**src/rtl/mem_load_ctrl_pkg.sv**
```systemverilog
// Shared definitions for the A-side and B-side matrix loaders.
// Holds the loader FSM encoding and the skew-buffer stream length.
package mem_load_ctrl_pkg;

   typedef enum logic [1:0] {
      ST_IDLE   = 2'd0,
      ST_READY  = 2'd1,
      ST_STREAM = 2'd2
   } ld_state_t;

   // A DIM x DIM skewed matrix drains through the array in 3*DIM-2 shift cycles.
   function automatic int stream_len(input int dim);
      return 3 * dim - 2;
   endfunction

endpackage

```
**src/rtl/mem_load_ctrl.sv**
```systemverilog
// Row loader feeding the A-matrix skew buffer (memA).
// Writes DIM rows, waits for start, then drives shift enables for one drain pass.
module mem_load_ctrl
   import mem_load_ctrl_pkg::*;
#(
   parameter int BITS_AB = 8,
   parameter int DIM     = 8
) (
   input  logic                        clk,
   input  logic                        rst,
   input  logic                        clear,
   input  logic                        in_valid,
   output logic                        in_ready,
   input  logic [DIM*BITS_AB-1:0]      in_data,
   input  logic                        start,
   output logic                        busy,
   output logic                        done,
   output logic                        mem_WrEn,
   output logic [$clog2(DIM)-1:0]      mem_Arow,
   output logic signed [BITS_AB-1:0]   mem_Ain [DIM],
   output logic                        mem_en
);

   localparam int SLEN = stream_len(DIM);
   localparam int RW   = $clog2(DIM);
   localparam int SW   = $clog2(SLEN);
   localparam logic [RW-1:0] RLAST = RW'(DIM - 1);
   localparam logic [SW-1:0] SLAST = SW'(SLEN - 1);

   ld_state_t             state, nstate;
   logic [RW-1:0]         rcnt;
   logic [SW-1:0]         scnt;
   logic                  accept;
   logic                  last_row;
   logic                  last_beat;
   logic signed [BITS_AB-1:0] row [DIM];

   for (genvar g = 0; g < DIM; g++) begin : g_unpack
      assign row[g] = in_data[g*BITS_AB +: BITS_AB];
   end

   // Clear blocks acceptance in the same cycle so an aborted load never writes.
   assign in_ready  = (state == ST_IDLE) && !clear && !rst;
   assign accept    = in_valid && in_ready;
   assign last_row  = accept && (rcnt == RLAST);
   assign last_beat = (state == ST_STREAM) && (scnt == SLAST);
   assign busy      = (state != ST_IDLE);
   assign mem_en    = (state == ST_STREAM);

   always_comb begin
      nstate = state;
      if (clear) begin
         nstate = ST_IDLE;
      end else begin
         case (state)
            ST_IDLE:   if (last_row)  nstate = ST_READY;
            ST_READY:  if (start)     nstate = ST_STREAM;
            ST_STREAM: if (last_beat) nstate = ST_IDLE;
            default:                  nstate = ST_IDLE;
         endcase
      end
   end

   always_ff @(posedge clk) begin
      if (rst) begin
         state    <= ST_IDLE;
         rcnt     <= '0;
         scnt     <= '0;
         done     <= 1'b0;
         mem_WrEn <= 1'b0;
         mem_Arow <= '0;
         for (int j = 0; j < DIM; j++) mem_Ain[j] <= '0;
      end else begin
         state <= nstate;
         done  <= last_beat && !clear;

         if (clear)         rcnt <= '0;
         else if (last_row) rcnt <= '0;
         else if (accept)   rcnt <= rcnt + RW'(1);

         if (clear || state != ST_STREAM || last_beat) scnt <= '0;
         else                                          scnt <= scnt + SW'(1);

         mem_WrEn <= accept;
         if (accept) begin
            mem_Arow <= rcnt;
            for (int j = 0; j < DIM; j++) mem_Ain[j] <= row[j];
         end
      end
   end

   // Writes land in the first READY cycle at the latest, before any stream can start.
   a_wr_en_excl: assert property (@(posedge clk) disable iff (rst) !(mem_WrEn && mem_en));
   a_done_pulse: assert property (@(posedge clk) disable iff (rst) done |=> !done);

endmodule

```
**config.mk**
```make
export PLATFORM = sky130hd
export DESIGN_NAME = mem_load_ctrl
export DESIGN_NICKNAME = d
export VERILOG_FILES = /design/src/rtl/mem_load_ctrl_pkg.sv /design/src/rtl/mem_load_ctrl.sv
export SDC_FILE = /design/constraint.sdc
export NUM_CORES = 1
export LEC_CHECK = 0
export BUFFER_PORTS_ARGS = -buffer_cell sky130_fd_sc_hd__buf_2
export CORE_AREA = 2 2 81 83
export DETAILED_ROUTE_END_ITERATION = 8
export DIE_AREA = 0 0 83 85
export GPL_TIMING_DRIVEN = 0
export PLACE_DENSITY = 0.83
export SLEW_MARGIN = 20
export SYNTH_ARGS = -nofsm -noshare
export SYNTH_HDL_FRONTEND = slang
export SYNTH_SLANG_ARGS = --single-unit
```
**constraint.sdc**
```tcl
create_clock -name clk -period 4.8 [get_ports clk]
set_input_delay 0.96 -clock clk [delete_from_list [all_inputs] [get_ports clk]]
set_output_delay 0.96 -clock clk [all_outputs]
set_load 0.01 [all_outputs]
```
Yosys cells after proc, flatten, opt, wreduce, memory -nomap -nowiden
Index checks and enable logic that the tools add are counted.
{"block": "op_classes", "n_eq_ne": 8, "addsub": 2, "muxes": 4, "reduce_logical": 16}
{"operator": "logical AND 1 bit", "count": 6}
{"operator": "two-way mux 2 bit", "count": 3}
{"operator": "inequality test 2 bit (second input constant)", "count": 3}
{"operator": "case mux 2 bit (3 select lines)", "count": 1}
{"operator": "adder 5 x 1 -> 5 bit (second input constant)", "count": 1}
{"operator": "== test 5 bit (second input constant)", "count": 1}
{"operator": "OR reduction 2 bit", "count": 2}
{"operator": "adder 3 x 1 -> 3 bit (second input constant)", "count": 1}
{"operator": "== test 3 bit (second input constant)", "count": 1}
{"operator": "AND reduction 3 bit", "count": 1}
{"operator": "OR reduction 3 bit", "count": 1}
{"operator": "== test 2 x 1 -> 1 bit (second input constant)", "count": 1}
{"operator": "== test 2 bit (second input constant)", "count": 1}
{"operator": "zero test 1 bit", "count": 2}
{"operator": "zero test 2 bit", "count": 1}
{"operator": "logical OR 1 bit", "count": 2}
{"operator": "inequality test 2 x 1 -> 1 bit (second input constant)", "count": 1}
{"operator": "nonzero test 2 bit", "count": 1}
{"block": "word_totals", "wordCells": 44, "regBits": 79, "input_bits": 69, "output_inout_bits": 72}

Longest topological paths before layout
{"block": "depth", "ltp_word": 7, "mapped_depth": 7, "depth_no_buf": 5}

Worst setup path after synthesis
No wires, ideal clock.
{"block": "synth_timing", "path_type": "in2out", "from": "in rst", "to": "out in_ready", "slack_ns": 1.936, "path_buffers": 3, "arrival_time_ns": 1.904, "required_time_ns": 3.840, "cell_stages": 5, "cell_sequence": "clkbuf_1 -> or4_4 -> buf_6 -> inv_2 -> buf_2"}
{"block": "synth_via", "elab_chain_cells": 2}
{"element": "from (decl)", "line": "mem_load_ctrl.sv:10", "source": "input logic rst,"}
{"element": "zero test 1 bit", "line": "mem_load_ctrl.sv:43", "source": "assign in_ready = (state == ST_IDLE) && !clear && !rst;"}
{"element": "logical AND 1 bit", "line": "mem_load_ctrl.sv:43"}
{"element": "to (decl)", "line": "mem_load_ctrl.sv:13", "source": "output logic in_ready,"}
No other way between the ends.

Final worst setup path
Same ends and word-level chain as after synthesis.

==> summary.txt <==
Run status
  – Status: complete, no violations

Pwr
  – PwrDens: 335 nW/um^2
  – Flop pwr share: 0.506
  – Total power: 1.35 mW
  – Clock power share: 0.394
  – Switching power: 0.328 mW
  – VDD IR-drop max: 0.000254 V
  – Gate power share: 0.100
  – Cell Int Power: ~1.0 mW
  – Sw frac: 0.244
  – Leak: roughly 1.7 nW

Logic synthesis
  – Seq/Total Area, Yosys: 0.525
  – YS warnings: 0
  – Count of cell types in the netlist: 23
  – Cell Area, Synth: ~3000 um^2
  – Syn Inst Count: 360
  – #FFs+latches synth: about 80
  – Syn Nets: 433
  – Avg Inst Size Synth: 8.37 um^2

STA
  – Fmax: 310 MHz
  – Slew @ Worst Pin: roughly 470 ps
  – Unrepaired setup endpoints after global routing: false
  – Slew headroom: 0.687
  – Pins Over Slew Limit: 0
  – Setup TNS: 0 ps
  – Clock Skew: 8.85 ps
  – Setup-failing EPs final: 0
  – Crit share post-route: 0.671
  – Fin crit period: 3220 ps
  – Fin. Hold Viols: 0

Floorplanning
  – Initial Util: 0.486
  – Chip width: 83 um
  – Die ar.: 7060 um^2
  – Io pins: 141
  – Die Span Y: 85 um
  – Row Count: 29
  – Core area: 6200 um^2

Critical path
  – CP cell instances: clkbuf_1 > or4_4 > buf_6 > inv_2 > buf_2 > buf_2
  – Crit Path Class: in2out
  – R2r setup slk: 3020 ps
  – Origin of the critical flop-to-flop path: state[1]
  – Worst endpoint required time: 3840 ps
  – CP max FO: 10
  – Crit path DAT: 2260 ps
  – R2r worst-path depth: 6
  – Worst Setup Start Kind: input port
  – Crit-path most repeated cell: buf_2
  – Worst R2R End: mem_Ain[5]
  – CP endpoint kind: output pin
  – Max stage delay on crit path: about 450 ps
  – Critical Path Slowest Stage Cell: or4_4

Hold path
  – Hold path depth: 2
  – Worst hold start: mem_Ain[62]
  – HP Class: reg2reg
  – WHS Endpoint: mem_Ain[62]

Detailed routing
  – Drt wl/cell: 13.8 um
  – Vias: 3183
  – Vias per cell: 5.39
  – Iteration-0 DRC Markers: approximately 160
  – # DRC: 0
  – Drt pass-1 iters: 4
  – Final WL: 8.18 mm
  – Post-route ant nets: 0

Cells and area
  – Inserted Diodes: 0
  – Layout Area Growth over Synthesis: 33.2%
  – Fin nets: 582
  – Design area: 4010 um^2
  – Most frequent cells in the layout: buf_2 (148), dfxtp_1 (79), nand3_1 (70)
  – # fillers: 525
  – Most common cell after layout, fill and taps aside: buf_2
  – Final core utilization: 0.647
  – Layout cells sized above 1: 0.329

Global routing
  – First-pass GRT wire length: 13.4 mm
  – GRT overflow: 0
  – Overall global routing resource usage: 0.228
  – Initial antenna violation count: 0
  – Largest net degree at the start of global routing: 14
  – Vias in the first global route: 2977

Clock tree
  – CTS max path bufs: 2
  – Post-CTS setup buffers: 0
  – Gates resized, CTS repair: 0
  – CTS tree: done
  – Clock Sinks: a little under 80
  – Root Buffer: clkbuf_8
  – # hold bufs at CTS: 0
  – H-tree depth: 3
  – Clk Latency, worst-skew pair: between 300 and 400 ps
  – Clk slew on worst S/H paths: around 80 ps
  – TritonCTS Buffers: 9

Place
  – Dpl cell area: approximately 3800 um^2
  – RePlAce Congestion: between 0.7 and 0.8
  – Final HPWL DP: slightly below 6 mm
  – Port bufs: 138

Flow run
  – Max-cap violation count: 0
stage by stage:
| step | instances | hold slack [ps] | setup WS, ps |
|---|---|---|---|
| 2_1_floorplan | 360 | 433 | 1940 |
| 3_3_place_gp | 575 | 447 | 1590 |
| 3_5_place_dp | 575 | 463 | 1570 |
| 4_1_cts | 591 | 475 | 1570 |
| 5_1_grt | 591 | 500 | 1500 |
| 6_report | 591 | 474 | 1580 |
flip-flops by register name (all words and copies together) (netlist names):
name and count:
rcnt 3, mem_Ain 64, done 1, mem_Arow 3
scnt 5, mem_WrEn 1, state 2
cell type report:
type	instances	area, um^2	share of cell area
Tap cell	77	96.3	0.0240
Sequential cell	79	1580	0.394
Clock buffer	10	128	0.0318
Buffer	38	163	0.0405
Clock inverter	6	85.1	0.0212
Timing Repair Buffer	138	691	0.172
Multi-Input combinational cell	240	1260	0.314
Inverter	3	11.3	0.00281
metal layers:
metal	up-vias	track usage	wire, um
met3	12	0.0632	596
met5	-	0	0
met1	1472	0.281	3470
met2	116	0.385	3990
li1	1583	-	-
met4	0	0.0805	116
logic make-up after synthesis:
family,synth area share
compound gates,0.231
xor+xnor,0.00872
fa+ha+maj,0.0166
buf+inv,0.0577
flops,0.525
mux,0.00374
simple gates,0.158
power groups by stage:
stage	combinational [mW]	clock [mW]	sequential (mW)
2_1_floorplan	0.0613	0	0.704
3_3_place_gp	0.133	0	0.695
3_5_place_dp	0.134	0	0.696
4_1_cts	0.135	0.541	0.681
5_1_grt	0.149	0.567	0.683
6_report	0.135	0.530	0.681
worst max-delay path, delay by kind of cell:
kind | cells | cell delay (ps)
simple gates | 1 | 450
buf+inv | 5 | 840
synthesized netlist by cell type:
cell | instances | share of area
or2_2 | 2 | 0.0042
xnor2_1 | 1 | 0.0029
or4_1 | 1 | 0.0025
nor3_1 | 1 | 0.0017
nand2_1 | 5 | 0.0062
nand3_1 | 70 | 0.12
buf_6 | 1 | 0.0037
nand4b_1 | 3 | 0.0087
clkbuf_1 | 27 | 0.034
inv_2 | 1 | 0.0012
o21ai_1 | 3 | 0.0050
or4_4 | 1 | 0.0037
xor2_1 | 2 | 0.0058
nor2b_1 | 1 | 0.0021
mux2_2 | 1 | 0.0037
nand3b_1 | 1 | 0.0025
buf_2 | 10 | 0.017
ha_1 | 4 | 0.017
inv_1 | 2 | 0.0025
a21oi_1 | 69 | 0.11
o21ai_0 | 67 | 0.11
nor2_1 | 8 | 0.010
dfxtp_1 | 79 | 0.52
worst max path at each step:
stage,from,end
global route,rst,in_ready
finish,rst,in_ready
global placement,rst,in_ready
detailed placement,rst,in_ready
CTS,rst,in_ready
floorplan,rst,in_ready
Power figures use the tool's default switching activity.
